===== src/rtl/rvx_core_decode_queue_if.sv =====
// Fetch-side and issue-side handshake bundle for rvx_core_decode_queue.
// Build macro RVX_DECODE_QUEUE_M_EXT_EN adds the issue_muldiv signal.
interface rvx_core_decode_queue_if #(
  parameter int XLEN = 32
);
  // Handshake: a transfer happens on a rising edge where valid and ready are both 1.
  // The producer holds valid and its payload until that edge, and ready never depends
  // combinationally on valid.
  logic            fetch_valid;
  logic            fetch_ready;
  logic [31:0]     fetch_instruction;
  logic [XLEN-1:0] fetch_pc;

  logic            issue_valid;
  logic            issue_ready;
  logic [31:0]     issue_instruction;
  logic [XLEN-1:0] issue_pc;
  logic [2:0]      issue_class;
  logic            issue_illegal;
  logic            issue_writes_rd;
  logic [4:0]      issue_rd;
  logic [4:0]      issue_rs1;
  logic [4:0]      issue_rs2;
`ifdef RVX_DECODE_QUEUE_M_EXT_EN
  logic            issue_muldiv;
`endif

  // Environment view: drives fetch and issue_ready.
  modport master (
    output fetch_valid, fetch_instruction, fetch_pc, issue_ready,
    input  fetch_ready, issue_valid, issue_instruction, issue_pc, issue_class,
           issue_illegal, issue_writes_rd, issue_rd, issue_rs1, issue_rs2
`ifdef RVX_DECODE_QUEUE_M_EXT_EN
   ,input  issue_muldiv
`endif
  );

  // Queue view.
  modport slave (
    input  fetch_valid, fetch_instruction, fetch_pc, issue_ready,
    output fetch_ready, issue_valid, issue_instruction, issue_pc, issue_class,
           issue_illegal, issue_writes_rd, issue_rd, issue_rs1, issue_rs2
`ifdef RVX_DECODE_QUEUE_M_EXT_EN
   ,output issue_muldiv
`endif
  );
endinterface


===== src/rtl/rvx_core_decode_queue.sv =====
// Fetch-to-issue FIFO with RV32I pre-decode on enqueue, first-word-fall-through issue.
// Build macro RVX_DECODE_QUEUE_M_EXT_EN makes OP funct7=0000001 (M extension) legal.
module rvx_core_decode_queue #(
  parameter int DEPTH = 4,
  parameter int XLEN  = 32
) (
  input  logic                     clock,
  input  logic                     reset,
  input  logic                     flush,
  rvx_core_decode_queue_if.slave   q,
  output logic [$clog2(DEPTH):0]   occupancy
);
  localparam int AW = $clog2(DEPTH);
  localparam int PW = AW + 1;

  localparam logic [6:0] OPC_LUI      = 7'b0110111;
  localparam logic [6:0] OPC_AUIPC    = 7'b0010111;
  localparam logic [6:0] OPC_JAL      = 7'b1101111;
  localparam logic [6:0] OPC_JALR     = 7'b1100111;
  localparam logic [6:0] OPC_BRANCH   = 7'b1100011;
  localparam logic [6:0] OPC_LOAD     = 7'b0000011;
  localparam logic [6:0] OPC_STORE    = 7'b0100011;
  localparam logic [6:0] OPC_OP_IMM   = 7'b0010011;
  localparam logic [6:0] OPC_OP       = 7'b0110011;
  localparam logic [6:0] OPC_MISC_MEM = 7'b0001111;
  localparam logic [6:0] OPC_SYSTEM   = 7'b1110011;

  localparam logic [31:0] INSN_ECALL  = 32'h0000_0073;
  localparam logic [31:0] INSN_EBREAK = 32'h0010_0073;
  localparam logic [31:0] INSN_MRET   = 32'h3020_0073;

  typedef enum logic [2:0] {
    CLS_ALU      = 3'd0,
    CLS_LOAD     = 3'd1,
    CLS_STORE    = 3'd2,
    CLS_BRANCH   = 3'd3,
    CLS_JUMP     = 3'd4,
    CLS_UPPER    = 3'd5,
    CLS_SYSTEM   = 3'd6,
    CLS_MISC_MEM = 3'd7
  } insn_class_e;

  typedef struct packed {
    insn_class_e cls;
    logic        illegal;
    logic        writes_rd;
    logic        muldiv;
  } dec_t;

  logic [PW-1:0] wptr, rptr;
  logic          empty, full, push, pop;

  logic [31:0]     instr_mem [DEPTH];
  logic [XLEN-1:0] pc_mem    [DEPTH];
  dec_t            dec_mem   [DEPTH];

  dec_t        dec;
  logic [6:0]  opcode;
  logic [2:0]  funct3;
  logic [6:0]  funct7;
  logic [4:0]  rd;
  logic        rd_writer;
  logic        is_muldiv;

  assign empty = (wptr == rptr);
  assign full  = (wptr[AW-1:0] == rptr[AW-1:0]) && (wptr[AW] != rptr[AW]);

  assign q.fetch_ready = !full;
  assign q.issue_valid = !empty;
  assign push = q.fetch_valid & !full & !flush;
  assign pop  = !empty & q.issue_ready & !flush;
  assign occupancy = wptr - rptr;

  assign opcode = q.fetch_instruction[6:0];
  assign funct3 = q.fetch_instruction[14:12];
  assign funct7 = q.fetch_instruction[31:25];
  assign rd     = q.fetch_instruction[11:7];

  always_comb begin
    dec       = '0;
    dec.cls   = CLS_ALU;
    rd_writer = 1'b0;
    is_muldiv = 1'b0;
    case (opcode)
      OPC_LUI, OPC_AUIPC: begin
        dec.cls   = CLS_UPPER;
        rd_writer = 1'b1;
      end
      OPC_JAL: begin
        dec.cls   = CLS_JUMP;
        rd_writer = 1'b1;
      end
      OPC_JALR: begin
        dec.cls     = CLS_JUMP;
        rd_writer   = 1'b1;
        dec.illegal = (funct3 != 3'b000);
      end
      OPC_BRANCH: begin
        dec.cls     = CLS_BRANCH;
        dec.illegal = (funct3[2:1] == 2'b01);
      end
      OPC_LOAD: begin
        dec.cls     = CLS_LOAD;
        rd_writer   = 1'b1;
        dec.illegal = (funct3 == 3'b011) || (funct3[2:1] == 2'b11);
      end
      OPC_STORE: begin
        dec.cls     = CLS_STORE;
        dec.illegal = funct3[2] || (funct3[1:0] == 2'b11);
      end
      OPC_OP_IMM: begin
        rd_writer = 1'b1;
        // Only the shift-immediates constrain the upper seven bits.
        case (funct3)
          3'b001:  dec.illegal = (funct7 != 7'b0000000);
          3'b101:  dec.illegal = (funct7 != 7'b0000000) && (funct7 != 7'b0100000);
          default: dec.illegal = 1'b0;
        endcase
      end
      OPC_OP: begin
        rd_writer = 1'b1;
        if (funct7 == 7'b0000000) begin
          dec.illegal = 1'b0;
        end else if (funct7 == 7'b0100000) begin
          dec.illegal = (funct3 != 3'b000) && (funct3 != 3'b101);
`ifdef RVX_DECODE_QUEUE_M_EXT_EN
        end else if (funct7 == 7'b0000001) begin
          is_muldiv = 1'b1;
`endif
        end else begin
          dec.illegal = 1'b1;
        end
      end
      OPC_MISC_MEM: dec.cls = CLS_MISC_MEM;
      OPC_SYSTEM: begin
        dec.cls = CLS_SYSTEM;
        // funct3 000 is the privileged group, 100 is unallocated; the rest are CSR ops.
        if ((funct3 != 3'b000) && (funct3 != 3'b100)) begin
          rd_writer = 1'b1;
        end else begin
          dec.illegal = (q.fetch_instruction != INSN_ECALL) &&
                        (q.fetch_instruction != INSN_EBREAK) &&
                        (q.fetch_instruction != INSN_MRET);
        end
      end
      default: dec.illegal = 1'b1;
    endcase
    dec.writes_rd = rd_writer && !dec.illegal && (rd != 5'd0);
    dec.muldiv    = is_muldiv && !dec.illegal;
  end

  always_ff @(posedge clock or posedge reset) begin
    if (reset) begin
      wptr <= '0;
      rptr <= '0;
    end else if (flush) begin
      wptr <= '0;
      rptr <= '0;
    end else begin
      if (push) wptr <= wptr + PW'(1);
      if (pop)  rptr <= rptr + PW'(1);
    end
  end

  // Payload storage carries no reset; validity comes only from the pointers.
  always_ff @(posedge clock) begin
    if (push) begin
      instr_mem[wptr[AW-1:0]] <= q.fetch_instruction;
      pc_mem[wptr[AW-1:0]]    <= q.fetch_pc;
      dec_mem[wptr[AW-1:0]]   <= dec;
    end
  end

  assign q.issue_instruction = instr_mem[rptr[AW-1:0]];
  assign q.issue_pc          = pc_mem[rptr[AW-1:0]];
  assign q.issue_class       = dec_mem[rptr[AW-1:0]].cls;
  assign q.issue_illegal     = dec_mem[rptr[AW-1:0]].illegal;
  assign q.issue_writes_rd   = dec_mem[rptr[AW-1:0]].writes_rd;
  assign q.issue_rd          = instr_mem[rptr[AW-1:0]][11:7];
  assign q.issue_rs1         = instr_mem[rptr[AW-1:0]][19:15];
  assign q.issue_rs2         = instr_mem[rptr[AW-1:0]][24:20];
`ifdef RVX_DECODE_QUEUE_M_EXT_EN
  assign q.issue_muldiv      = dec_mem[rptr[AW-1:0]].muldiv;
`else
  logic unused_muldiv;
  assign unused_muldiv = ^{dec_mem[rptr[AW-1:0]].muldiv};
`endif
endmodule

===== src/flat_wrapper.sv =====
// flat-port wrapper written by rule: the top's interface ports become plain ports
module rvx_core_decode_queue_flat 
#(
  parameter int DEPTH = 4,
  parameter int XLEN  = 32
)
  (clock, reset, flush, occupancy, q_fetch_valid, q_fetch_instruction, q_fetch_pc, q_issue_ready, q_fetch_ready, q_issue_valid, q_issue_instruction, q_issue_pc, q_issue_class, q_issue_illegal, q_issue_writes_rd, q_issue_rd, q_issue_rs1, q_issue_rs2);
  rvx_core_decode_queue_if #(.XLEN(XLEN)) q_i ();
  input  logic clock;
  input  logic reset;
  input  logic flush;
  output logic [$clog2(DEPTH):0] occupancy;
  input wire logic [$bits(q_i.fetch_valid)-1:0] q_fetch_valid;
  input wire logic [$bits(q_i.fetch_instruction)-1:0] q_fetch_instruction;
  input wire logic [$bits(q_i.fetch_pc)-1:0] q_fetch_pc;
  input wire logic [$bits(q_i.issue_ready)-1:0] q_issue_ready;
  output wire logic [$bits(q_i.fetch_ready)-1:0] q_fetch_ready;
  output wire logic [$bits(q_i.issue_valid)-1:0] q_issue_valid;
  output wire logic [$bits(q_i.issue_instruction)-1:0] q_issue_instruction;
  output wire logic [$bits(q_i.issue_pc)-1:0] q_issue_pc;
  output wire logic [$bits(q_i.issue_class)-1:0] q_issue_class;
  output wire logic [$bits(q_i.issue_illegal)-1:0] q_issue_illegal;
  output wire logic [$bits(q_i.issue_writes_rd)-1:0] q_issue_writes_rd;
  output wire logic [$bits(q_i.issue_rd)-1:0] q_issue_rd;
  output wire logic [$bits(q_i.issue_rs1)-1:0] q_issue_rs1;
  output wire logic [$bits(q_i.issue_rs2)-1:0] q_issue_rs2;
  assign q_i.fetch_valid = q_fetch_valid;
  assign q_i.fetch_instruction = q_fetch_instruction;
  assign q_i.fetch_pc = q_fetch_pc;
  assign q_i.issue_ready = q_issue_ready;
  assign q_fetch_ready = q_i.fetch_ready;
  assign q_issue_valid = q_i.issue_valid;
  assign q_issue_instruction = q_i.issue_instruction;
  assign q_issue_pc = q_i.issue_pc;
  assign q_issue_class = q_i.issue_class;
  assign q_issue_illegal = q_i.issue_illegal;
  assign q_issue_writes_rd = q_i.issue_writes_rd;
  assign q_issue_rd = q_i.issue_rd;
  assign q_issue_rs1 = q_i.issue_rs1;
  assign q_issue_rs2 = q_i.issue_rs2;
  rvx_core_decode_queue #(.DEPTH(DEPTH), .XLEN(XLEN)) u_core (.clock(clock), .reset(reset), .flush(flush), .q(q_i), .occupancy(occupancy));
endmodule

===== config.mk =====
export PLATFORM = sky130hd
export DESIGN_NAME = rvx_core_decode_queue_flat
export DESIGN_NICKNAME = d
export VERILOG_FILES = /design/src/rtl/rvx_core_decode_queue_if.sv /design/src/rtl/rvx_core_decode_queue.sv /design/src/flat_wrapper.sv
export SDC_FILE = /design/constraint.sdc
export NUM_CORES = 1
export LEC_CHECK = 0
export BUFFER_PORTS_ARGS = -buffer_cell sky130_fd_sc_hd__buf_4
export CAP_MARGIN = 20
export CORE_MARGIN = 5
export CORE_UTILIZATION = 35
export DETAILED_ROUTE_END_ITERATION = 16
export GPL_TIMING_DRIVEN = 0
export PLACE_DENSITY = 0.57
export SLEW_MARGIN = 20
export SYNTH_ARGS = -nofsm -noshare
export SYNTH_HDL_FRONTEND = slang
export SYNTH_SLANG_ARGS = --single-unit

===== constraint.sdc =====
create_clock -name clock -period 4.5 [get_ports clock]
set_input_delay 0 -clock clock [delete_from_list [all_inputs] [get_ports clock]]
set_output_delay 0 -clock clock [all_outputs]
set_load 0.01 [all_outputs]

# Yosys cells after proc, flatten, opt, wreduce, memory -nomap -nowiden
# Memory sizes are Yosys's and may differ from the RTL's.
# Index checks and enable logic that the tools add are counted.
dict set report op_classes {
  addsub 3
  n_eq_ne 27
  mux 14
  n_bitwise 4
  reduce_logical 24
}
# operator n
set ops {}
lappend ops {{$ne A32 B21 Y1 const B} 1}
lappend ops {{$ne A32 B30 Y1 const B} 1}
lappend ops {{$ne A32 B7 Y1 const B} 1}
lappend ops {{$eq A7 B6 Y1 const B} 4}
lappend ops {{$eq A7 B7 Y1 const B} 4}
lappend ops {{$pmux W3 S7} 1}
lappend ops {{$eq A7 B5 Y1 const B} 2}
lappend ops {{$mux W3} 4}
lappend ops {{$logic_and A1 B1 Y1} 8}
lappend ops {{$pmux W1 S8} 1}
lappend ops {{$eq A7 B2 Y1 const B} 1}
lappend ops {{$eq A7 B4 Y1 const B} 1}
lappend ops {{$logic_not A7 Y1} 1}
lappend ops {{$ne A7 B6 Y1 const B} 1}
lappend ops {{$reduce_bool A7 Y1} 1}
lappend ops {{$reduce_or A7 Y1} 1}
lappend ops {{$add A3 B1 Y3 const B} 2}
lappend ops {{$mux W1} 6}
lappend ops {{$ne A3 B3 Y1 const B} 2}
lappend ops {{$reduce_bool A5 Y1} 1}
lappend ops {{$and A1 B1 Y1} 4}
lappend ops {{$eq A2 B2 Y1 const B} 2}
lappend ops {{$logic_not A1 Y1} 4}
lappend ops {{$pmux W1 S2} 2}
lappend ops {{other kinds (13)} 16}
dict set report totals {
  reg_bits 6
  ram_bits 276
  inputBits 69
  output_inout_bits 89
  word_cells 77
  mem_count 3
}
# memory depth width rd rd_clocked_by_memory_dff write_ports line_no
set mem_list {}
lappend mem_list {u_core.instr_mem 4 32 1 0 1 rvx_core_decode_queue.sv:53} ;# logic [31:0] instr_mem [DEPTH];
lappend mem_list {u_core.pc_mem 4 32 1 0 1 rvx_core_decode_queue.sv:54} ;# logic [XLEN-1:0] pc_mem [DEPTH];
lappend mem_list {u_core.dec_mem 4 5 1 0 1 rvx_core_decode_queue.sv:55} ;# dec_t dec_mem [DEPTH];

# Longest topological paths before layout
# Gate-level depths: netlist (run 1).
dict set report depth {
  depth_word 8
  depth_mapped 8
  ltp_nobuf 6
}

# Least setup slack after synthesis (run 1)
# No wires, ideal clock.
dict set report synth_timing {
  path_kind {register -> register}
  start {register u_core.rptr[1]}
  end {memory u_core.dec_mem[0][0] (netlist name), enable pin}
  setup_time_ns 0.435
  arrival_time_ns 3.382
  required_ns 4.065
  setup_slack_ns 0.684
  stages_incl_launch_ff 9
  n_path_buf 2
  synth_period_minus_slack_ns 3.816
  cell_sequence {dfrtp_1 clkbuf_1 clkbuf_1 inv_1 ha_1 nand2_1 o21ai_1 nor2_1 and2_1}
}
dict set report synth_via {
  elab_chain_len 7
}
# item line_no
set synth_lines {}
lappend synth_lines {{start, declared} rvx_core_decode_queue.sv:50} ;# logic [PW-1:0] wptr, rptr;
lappend synth_lines {{start signal, assigned} rvx_core_decode_queue.sv:161} ;# if (pop) rptr <= rptr + PW'(1);
lappend synth_lines {{$eq A2 B2 Y1} rvx_core_decode_queue.sv:66} ;# assign full = (wptr[AW-1:0] == rptr[AW-1:0]) && (wptr[AW] != rptr[AW]);
lappend synth_lines {{$logic_and A1 B1 Y1} rvx_core_decode_queue.sv:66}
lappend synth_lines {{$logic_not A1 Y1} rvx_core_decode_queue.sv:70} ;# assign push = q.fetch_valid & !full & !flush;
lappend synth_lines {{$and A1 B1 Y1 (2 in series)} rvx_core_decode_queue.sv:70}
lappend synth_lines {{$mux W1} rvx_core_decode_queue.sv:167} ;# if (push) begin
lappend synth_lines {{$mux W1 (implied by the code)} rvx_core_decode_queue.sv:170} ;# dec_mem[wptr[AW-1:0]] <= dec;
lappend synth_lines {{end, declared} rvx_core_decode_queue.sv:55}
# No other way between the ends.

# Worst setup path after layout (run 1)
dict set report layout_timing {
  start {register u_core.rptr[1]}
  end {memory u_core.instr_mem[0][6], enable pin}
}
dict set report layout_via {
  elab_chain_len 7
}
# item line_no
set layout_lines {}
lappend layout_lines {{$eq A2 B2 Y1} rvx_core_decode_queue.sv:66}
lappend layout_lines {{$logic_and A1 B1 Y1} rvx_core_decode_queue.sv:66}
lappend layout_lines {{$logic_not A1 Y1} rvx_core_decode_queue.sv:70}
lappend layout_lines {{$and A1 B1 Y1 (2 in series)} rvx_core_decode_queue.sv:70}
lappend layout_lines {{$mux W1} rvx_core_decode_queue.sv:167}
lappend layout_lines {{$mux W1 (implied by the code)} rvx_core_decode_queue.sv:168} ;# instr_mem[wptr[AW-1:0]] <= q.fetch_instruction;
lappend layout_lines {{end, declared} rvx_core_decode_queue.sv:53}
# No other way between the ends.

==> results.py, run 1 <==
metrics = {
    "logic_synthesis": {
        "synth.avg_cell_area_um2": 22.3,
        "synth_area_um2": 10900,
        "ys_warn_count": 0,
        "synth_nets": 565,
        "ys.flop_type": "edfxtp_1",
        "synth.distinct_cells": 41,
        "ys_seq_area_share_pct": 77.6,
        "ys_ff_latch": 282,
        "syn_inst": 488,
        "synth-edff-count": 276,
        "synthArstFlopShare_pct": 2.13,
    },
    "clock_network": {
        "cts.clk_slew.worst_paths_ns": 0.06,
        "cts_buffers": 30,
        "clkSinkCount": 282,
        "cts.root.buffer_cell": "clkbuf_16",
        "cts_resized": 0,
        "clockBufferDepth": 3,
        "clk-insertion-delay-late_ns": 0.55,
        "hold_buffers": 70,
        "post-cts-setup-buffer-count": 0,
        "htreeDepth": 1,
        "cts_tree": "built",
    },
    "setup_path": {
        "crit_fanout": 37,
        "path_buf_inv": 4,
        "crit_path_start_kind": "flip-flop",
        "end_kind": "flip-flop",
        "path_class": "flip-flop to flip-flop",
        "slowest_delay_ns": 0.61,
        "critPathRequiredTime_ns": 4.72,
        "cp_data_arrival_time_ns": 4.01,
        "critical_path.most_common_cell": "clkbuf_1",
        "slowest_stage": "clkbuf_1",
        "path_cells": "clkbuf_1 -> clkbuf_1 -> inv_1 -> ha_1 -> nand2_1 -> o21ai_1 -> nor2_1 -> and2_4 -> buf_16",
        "critPathTopFamily": "buffers and inverters",
    },
    "power": {
        "p_int_mw": 5.01,
        "swShare_pct": 23.9,
        "peakVddDrop_uv": 345,
        "power.density_nw_per_um2": 460,
        "p_leak_nw": 4.87,
        "combPwrFrac_pct": 19.4,
        "switching_power_mw": 1.57,
        "clkPwrFrac_pct": 35.2,
        "seqPwrFrac_pct": 45.4,
        "total_power_mw": 6.59,
    },
    "die": {
        "num_rows": 64,
        "ios": 158,
        "dieArea_um2": 34700,
        "die_h_um": 186,
        "initial_utilization_pct": 35.5,
        "core_area_um2": 30700,
        "fp.dieW_um": 186,
    },
    "drt": {
        "num_vias": 5696,
        "drc_errors": 0,
        "via_per_inst": 4.88,
        "drt_iter0_drc": 344,
        "first_pass_iters": 5,
        "routed_wl_um": 24000,
        "ant_nets": 0,
        "route.detailed.wl_per_inst_um": 20.6,
    },
    "layout": {
        "drive_gt1_share_pct": 38.6,
        "nNetsFinal": 828,
        "insertedDiodeCount": 0,
        "utilization_pct": 46.6,
        "area_growth_pct": 31.5,
    },
    "placed_design": {
        "port-buffer-count": 157,
        "place_congestion": 0.776,
        "dp_hpwl_um": 15100,
        "dp_slack_ns": 0.575,
    },
    "timing": {
        "fin_crit_sh_pct": 84.4,
        "maxSlewHeadroom_pct": 52.5,
        "setup_viol": 0,
        "worst_pin_slew_ns": 0.712,
        "slew_violations": 0,
        "setup_ws_ns": 0.701,
        "fmax_mhz": 263,
        "fin_crit_ns": 3.80,
        "rsz0062_at_grt": "no",
        "hold_violations": 0,
        "skew_ns": 0.0195,
    },
    "global_routing": {
        "grt_max_degree": 38,
        "grt.overflow.total": 0,
        "first_global_vias": 6125,
        "grt_pass1_wl_um": 35800,
        "grt_antenna_before_repair": 0,
        "grt_usage_pct": 13.5,
    },
    "run_status": {
        "status": "finished clean",
    },
    "min_path": {
        "hp-class": "primary input to flip-flop",
    },
    "job": {
        "maxCapViolCount": 0,
    },
}
[path summary, 6_finish.rpt]
kind / from / endpoint / slack [ns] / depth (start not counted)
setup / recovery: u_core.rptr[1] / u_core.instr_mem[0][6] / 0.70 / 9
hold / removal: q_fetch_pc[25] / u_core.pc_mem[3][25] / 0.19 / 2
setup reg to reg: u_core.rptr[1] / u_core.instr_mem[0][6] / 0.70 / 9
hold reg to reg: u_core.wptr[2] / u_core.wptr[2] / 0.64 / 2
max in group asynchronous: reset / u_core.rptr[1] / 3.81 / 4
min in group asynchronous: reset / u_core.rptr[2] / 0.49 / 4
[logic make-up (layout without fill, tap and decap cells)]
group / Yosys count / after routing / share of synthesized area, %
flip-flops: 282 / 282 / 77.6
multiplexers: 72 / 72 / 14.6
AND/OR/NAND/NOR: 51 / 51 / 2.59
buffers and inverters: 42 / 326 / 2.05
AO/OA/AOI/OAI: 26 / 26 / 1.67
adder cells (fa/ha/maj): 8 / 8 / 0.989
XOR/XNOR: 7 / 7 / 0.564
[power groups by stage]
stage | Clock, mW | Combinational [mW] | Sequential (mW)
final | 2.32 | 1.28 | 2.99
after global routing | 2.50 | 1.39 | 2.99
after CTS | 2.39 | 1.32 | 2.99
after detailed placement | 0 | 1.27 | 3.04
after global placement | 0 | 1.24 | 3.05
after floorplan | 0 | 0.685 | 3.04
[per-stage QoR]
step | hold WS, ns | TNS, ns | area [um^2] | std cells
3_3_place_gp | -0.0737 | -426.06 | 12600 | 1041
4_1_cts | 0.154 | 0 | 14300 | 1168
2_1_floorplan | -0.209 | 0 | 10900 | 488
5_1_grt | 0.176 | 0 | 14300 | 1168
6_report | 0.190 | 0 | 14300 | 1168
3_5_place_dp | -0.0607 | 0 | 12700 | 1045
[layout make-up]
type,instances,area [um^2]
clock inverters,16,130
fillers,2573,16400
well taps,396,495
inverters,8,30.0
plain buffers,34,193
flip-flops and latches,282,8440
clock buffers,37,798
multi-input cells,164,2230
repair buffers,231,1990
[sequential cells by signal, summed over array words and instances, names as in the netlist]
signal	cells
u_core.pc_mem	128
u_core.wptr	3
u_core.rptr	3
u_core.instr_mem	128
u_core.dec_mem	20
[Yosys cell counts (2+ instances only)]
cell / number / area (um^2)
nand3b_1: 4 / 30.0
a21oi_1: 5 / 25.0
xor2_1: 4 / 35.0
edfxtp_1: 276 / 8290
mux2i_1: 2 / 20.0
and2_1: 4 / 25.0
nor3_1: 3 / 15.0
o21ai_0: 8 / 40.0
dfrtp_1: 6 / 150
buf_2: 7 / 35.0
nand2_1: 6 / 22.5
o211ai_1: 3 / 22.5
ha_1: 7 / 87.6
inv_1: 8 / 30.0
nor4_1: 2 / 12.5
or4_1: 2 / 15.0
nor2_1: 12 / 45.0
clkbuf_1: 12 / 45.0
nand2b_1: 3 / 18.8
nand3_1: 4 / 20.0
buf_4: 15 / 113
nor2b_1: 3 / 18.8
xnor2_1: 3 / 26.3
mux4_2: 69 / 1550
or3_1: 4 / 25.0
[metal layers]
metal,part of all wire [%],track usage [%]
met1,41,17.6
met2,50,23.6
met3,6.1,2.55
met4,2.4,3.18
met5,0,0
[cell usage in the layout, fill, tap and decap left out, drive strengths merged, types with 5 or more instances in the layout]
master | synthesis | layout
nand2 | 6 | 6
inv | 8 | 8
edfxtp | 276 | 276
mux4 | 69 | 69
clkinv | 0 | 12
a21oi | 5 | 5
ha | 7 | 7
o21ai | 9 | 9
dfrtp | 6 | 6
clkbuf | 12 | 49
dlygate4sd3 | 0 | 70
buf | 22 | 183
nor2 | 12 | 12
Note: power is estimated with default switching activity, not from simulation.
==> inputs of run 2 (changes only) <==
PLACE_DENSITY = 0.59   (was 0.57)
clock period = 3.1 ns   (was 4.5 ns; I/O delays follow)
==> run 2 against run 1 <==
Against the previous run:
- register-to-register slack got worse by 0.49 ns
- sequential power up 45%
- worst hold slack better by 0.015 ns
- setup slack worse by 0.49 ns
- largest cell class unchanged
- highest routed layer unchanged
==> results.py, run 2 (synthesis results as in run 1) <==
metrics = {
    "global_routing": {
        "grt_usage_pct": 13.9,
        "grt.overflow.total": 0,
        "grt_max_degree": 41,
        "first_global_vias": 6273,
        "grt_antenna_before_repair": 0,
        "grt_pass1_wl_um": 36700,
    },
    "layout": {
        "nFillCells": 2608,
        "final_common_cell": "edfxtp_1",
        "insertedDiodeCount": 0,
        "final_cell_mix": "edfxtp_1, buf_4, dlygate4sd3_1",
        "final-instance-count-excl-fill": 1177,
        "nNetsFinal": 836,
        "drive_gt1_share_pct": 39.8,
        "area_growth_pct": 32.0,
    },
    "power": {
        "p_leak_nw": 4.92,
        "peakVddDrop_uv": 421,
        "power.density_nw_per_um2": 661,
    },
    "drt": {
        "via_per_inst": 4.93,
        "ant_nets": 0,
        "drc_errors": 0,
        "first_pass_iters": 6,
        "route.detailed.wl_per_inst_um": 20.8,
        "routed_wl_um": 24500,
        "num_vias": 5803,
        "drt_iter0_drc": 387,
    },
    "placed_design": {
        "port-buffer-count": 157,
        "dp_hpwl_um": 15000,
        "place_congestion": 0.826,
        "dp_cells": 1045,
        "dp_slack_ns": -0.877,
    },
    "clock_network": {
        "cts_buffers": 30,
        "cts.root.buffer_cell": "clkbuf_16",
        "clockBufferDepth": 3,
        "clkSinkCount": 282,
        "cts.clk_slew.worst_paths_ns": 0.06,
        "htreeDepth": 1,
        "cts_tree": "built",
        "clk-insertion-delay-late_ns": 0.55,
    },
    "timing": {
        "setup_ws_ns": 0.210,
        "setup_tns_ns": 0,
        "hold_violations": 0,
        "slew_violations": 0,
        "fin_crit_ns": 2.89,
        "skew_ns": 0.0241,
        "worst_pin_slew_ns": 0.695,
        "setup_viol": 0,
        "rsz0062_at_grt": "no",
        "fin_crit_sh_pct": 93.2,
        "maxSlewHeadroom_pct": 53.7,
        "fmax_mhz": 346,
    },
    "setup_path": {
        "crit_path_start_kind": "flip-flop",
        "critPathRequiredTime_ns": 3.32,
        "end_kind": "flip-flop",
        "path_class": "flip-flop to flip-flop",
        "r2r-start": "u_core.rptr[1]",
        "crit_path_start": "u_core.rptr[1]",
        "cp_data_arrival_time_ns": 3.11,
        "crit_fanout": 15,
    },
    "die": {
        "num_rows": 64,
        "dieArea_um2": 34700,
        "ios": 158,
        "fp.dieW_um": 186,
        "die_h_um": 186,
        "initial_utilization_pct": 35.5,
        "core_area_um2": 30700,
    },
    "job": {
        "maxCapViolCount": 0,
    },
    "min_path": {
        "hp-class": "primary input to flip-flop",
        "hp-start": "q_fetch_pc[31]",
    },
    "run_status": {
        "status": "finished clean",
    },
}
==> run 2: routing by layer <==
metal / up-vias / routed length [um] / GRT usage (%)
met5: - / 0 / 0
met4: 0 / 487 / 3.00
met3: 52 / 1470 / 2.66
met2: 202 / 12300 / 24.1
met1: 2972 / 10100 / 18.3
li1: 2577 / - / -
==> run 2: where the power goes <==
| part | switching (mW) | total [mW] | internal, mW | leakage, nW |
|---|---|---|---|---|
| logic | 0.872 | 1.87 | 1.00 | 1.89 |
| clock network | 1.37 | 3.28 | 1.91 | 0.447 |
| registers | 0.0284 | 4.34 | 4.31 | 2.58 |
==> run 2: metrics by stage <==
step                      power [mW]  util, %  hold slack, ns  area (um^2)
after global routing            9.92     46.8           0.184        14400
after detailed placement        6.26     41.3         -0.0547        12700
after floorplan                 5.41        -          -0.209        10900
after CTS                       9.65     46.8           0.170        14400
final                           9.49     46.8           0.206        14400
after global placement          6.21     40.9         -0.0743        12600
==> run 2: critical path, cell delays in order (launching register included) <==
cell	delay (ns)
dfrtp_1	0.40
buf_2	0.30
clkbuf_4	0.32
inv_1	0.07
ha_1	0.35
nand2_1	0.14
o21ai_1	0.18
nor2_4	0.27
and2_4	0.23
buf_4	0.28
==> run 2: area by class of cell <==
| class | count | area, um^2 | share of cell area (%) |
|---|---|---|---|
| inverter | 8 | 30.0 | 0.209 |
| timing repair buffer | 235 | 2020 | 14.1 |
| multi-input combinational | 168 | 2270 | 15.8 |
| tap | 396 | 495 | 3.45 |
| sequential | 282 | 8440 | 58.8 |
| clock buffer | 41 | 813 | 5.66 |
| clock inverter | 13 | 97.6 | 0.680 |
| buffer | 34 | 198 | 1.38 |
==> run 2: final timing paths <==
path	slack [ns]	cells past startpoint	end
min in group asynchronous	0.52	4	u_core.wptr[1]
worst min-delay path	0.21	2	u_core.pc_mem[3][31]
max in group asynchronous	2.35	4	u_core.rptr[0]
worst max-delay path	0.21	9	u_core.dec_mem[3][4]
worst max register to register	0.21	9	u_core.dec_mem[3][4]
worst min register to register	0.66	2	u_core.rptr[2]
==> run 2: repair_timing <==
action                                  in CTS  in global routing
buffers inserted                             4                  0
hold buffers                                70                  0
pin swaps                                    4                  0
endpoints found under the setup margin     276                246
cloned                                       4                  0
endpoints found under the hold margin      268                  0
resized for setup                            6                  2
==> inputs of run 3 (changes only) <==
--- a/config.mk
+++ b/config.mk
@@ -9,2 +9,3 @@
 export CAP_MARGIN = 20
+export CORE_ASPECT_RATIO = 0.7
 export CORE_MARGIN = 5
@@ -13,3 +14,2 @@
 export GPL_TIMING_DRIVEN = 0
-export PLACE_DENSITY = 0.59
 export SLEW_MARGIN = 20
--- a/constraint.sdc
+++ b/constraint.sdc
@@ -3,2 +3,2 @@
 set_output_delay 0 -clock clock [all_outputs]
-set_load 0.01 [all_outputs]
+set_load 0.005 [all_outputs]
==> run 3 against run 2 <==
Against the previous run:
- wire length rose by 0.16%
- total power fell by 1.4%
- design area fell by 0.17%
- largest power group unchanged
- register-to-register slack improved by 0.06 ns
- critical path depth fell by 1
- worst hold slack got worse by 0.018 ns
- cell count rose by 1.4%
- maximum frequency rose by 2.1%
- setup slack improved by 0.059 ns
- flip-flop and latch count did not move
- clock skew fell by 0.016 ns
==> results.py, run 3 (synthesis results as in run 1) <==
metrics = {
    "setup_path": {
        "r2r-end": "u_core.pc_mem[2][31]",
        "path_class": "flip-flop to flip-flop",
        "cp-endpoint": "u_core.pc_mem[2][31]",
        "critPathRequiredTime_ns": 3.33,
        "cp_data_arrival_time_ns": 3.06,
        "crit_path_start_kind": "flip-flop",
        "end_kind": "flip-flop",
        "r2r_slack_ns": 0.27,
        "worstRegToRegCells": 8,
        "r2r-start": "u_core.rptr[1]",
        "crit_path_start": "u_core.rptr[1]",
        "crit_fanout": 37,
    },
    "timing": {
        "rsz0062_at_grt": "no",
        "setup_ws_ns": 0.269,
        "setup_viol": 0,
        "worst_pin_slew_ns": 0.745,
        "setup_tns_ns": 0,
        "fmax_mhz": 353,
        "hold_violations": 0,
        "skew_ns": 0.00824,
        "slew_violations": 0,
        "whs_ns": 0.188,
        "maxSlewHeadroom_pct": 50.3,
        "fin_crit_sh_pct": 91.3,
        "fin_crit_ns": 2.83,
    },
    "global_routing": {
        "busiest_layer": "met2",
        "grt_antenna_before_repair": 2,
        "globalRouteMet1Util_pct": 19.7,
        "grt.overflow.total": 0,
        "use_met2_pct": 23.1,
        "use_met3_pct": 3.31,
        "grt_max_degree": 40,
        "first_global_vias": 6155,
        "grt_usage_pct": 14.1,
        "grt_pass1_wl_um": 36800,
    },
    "drt": {
        "drc_errors": 0,
        "via_per_inst": 4.78,
        "drt_iter0_drc": 336,
        "route.detailed.wl_per_inst_um": 20.5,
        "routed_wl_um": 24500,
        "num_vias": 5702,
        "ant_nets": 0,
        "first_pass_iters": 4,
    },
    "clock_network": {
        "cts_tree": "built",
        "clkSinkCount": 282,
        "cts.root.buffer_cell": "clkbuf_16",
        "clk-insertion-delay-late_ns": 0.55,
        "clockBufferDepth": 3,
        "post-cts-setup-buffer-count": 0,
        "cts.clk_slew.worst_paths_ns": 0.06,
        "cts_buffers": 29,
        "htreeDepth": 1,
    },
    "job": {
        "maxCapViolCount": 0,
    },
    "layout": {
        "area_growth_pct": 31.8,
        "nNetsFinal": 830,
        "drive_gt1_share_pct": 39.2,
        "ff_latch_area_um2": 8440,
        "insertedDiodeCount": 0,
        "final-instance-count-excl-fill": 1193,
        "multi_input_area_um2": 2260,
        "final_common_cell": "edfxtp_1",
        "final_cell_mix": "edfxtp_1, buf_4, dlygate4sd3_1",
        "nFillCells": 2603,
        "utilization_pct": 46.4,
        "final_cell_area_um2": 14300,
    },
    "power": {
        "power.density_nw_per_um2": 653,
        "peakVddDrop_uv": 379,
        "total_power_mw": 9.36,
        "p_leak_nw": 4.88,
    },
    "placed_design": {
        "port-buffer-count": 157,
        "dp_cells": 1069,
        "dp_slack_ns": -0.696,
        "place_congestion": 0.783,
        "dpl_cell_area_um2": 12700,
        "dp_hpwl_um": 15300,
    },
    "die": {
        "num_rows": 54,
        "core_area_um2": 30900,
        "fp.dieW_um": 221,
        "initial_utilization_pct": 35.2,
        "die_h_um": 158,
        "dieArea_um2": 34800,
        "ios": 158,
    },
    "run_status": {
        "status": "finished clean",
    },
    "min_path": {
        "hp-class": "primary input to flip-flop",
    },
}
## run 3: what timing repair did
item                       4_1_cts  5_1_grt
hold buffers                    70        0
gates resized for setup          3        1
hold endpoints to repair       272        0
pin swaps                        4        0
setup endpoints to repair      276      149
gates cloned                     4        0
## run 3: per-layer routing
metal / routed length [um] / vias up / part of all wire (%)
li1: - / 2560 / -
met1: 11000 / 2952 / 45
met2: 11700 / 163 / 48
met3: 1450 / 27 / 5.9
met4: 398 / 0 / 1.6
met5: 0 / - / 0
## run 3: area by class of cell
type                       instances  share of cell area (%)
buffer                            33                    1.34
clock buffer                      33                    5.17
clock inverter                    18                    1.07
inverter                           8                   0.209
multi-input combinational        168                    15.8
sequential                       282                    58.9
tap                              420                    3.67
timing repair buffer             231                    13.9
## run 3: how the worst min path moves through the flow
stage                     slack (ns)     startpoint  cells after the start                  end
after global placement         -0.07          reset                      2       u_core.wptr[2]
after CTS                       0.16  q_fetch_pc[1]                      2  u_core.pc_mem[3][1]
after global routing            0.16  q_fetch_pc[6]                      2  u_core.pc_mem[2][6]
final                           0.19  q_fetch_pc[7]                      2  u_core.pc_mem[2][7]
after detailed placement       -0.06          reset                      2       u_core.rptr[2]
after floorplan                -0.21          reset                      1       u_core.rptr[0]
## run 3: power by group
part	internal [mW]	leakage [nW]	switching [mW]
Combinational	0.990	1.86	0.758
Sequential	4.31	2.58	0.0286
Clock	1.88	0.433	1.40
## run 3: worst max-delay path: stages, from the launching register on
cell and delay (ns):
dfrtp_1 0.40, clkbuf_4 0.34, inv_1 0.08, ha_1 0.33, nand2_1 0.15, o21ai_1 0.17, nor2_4 0.28, and2_4 0.43
buf_16 0.29
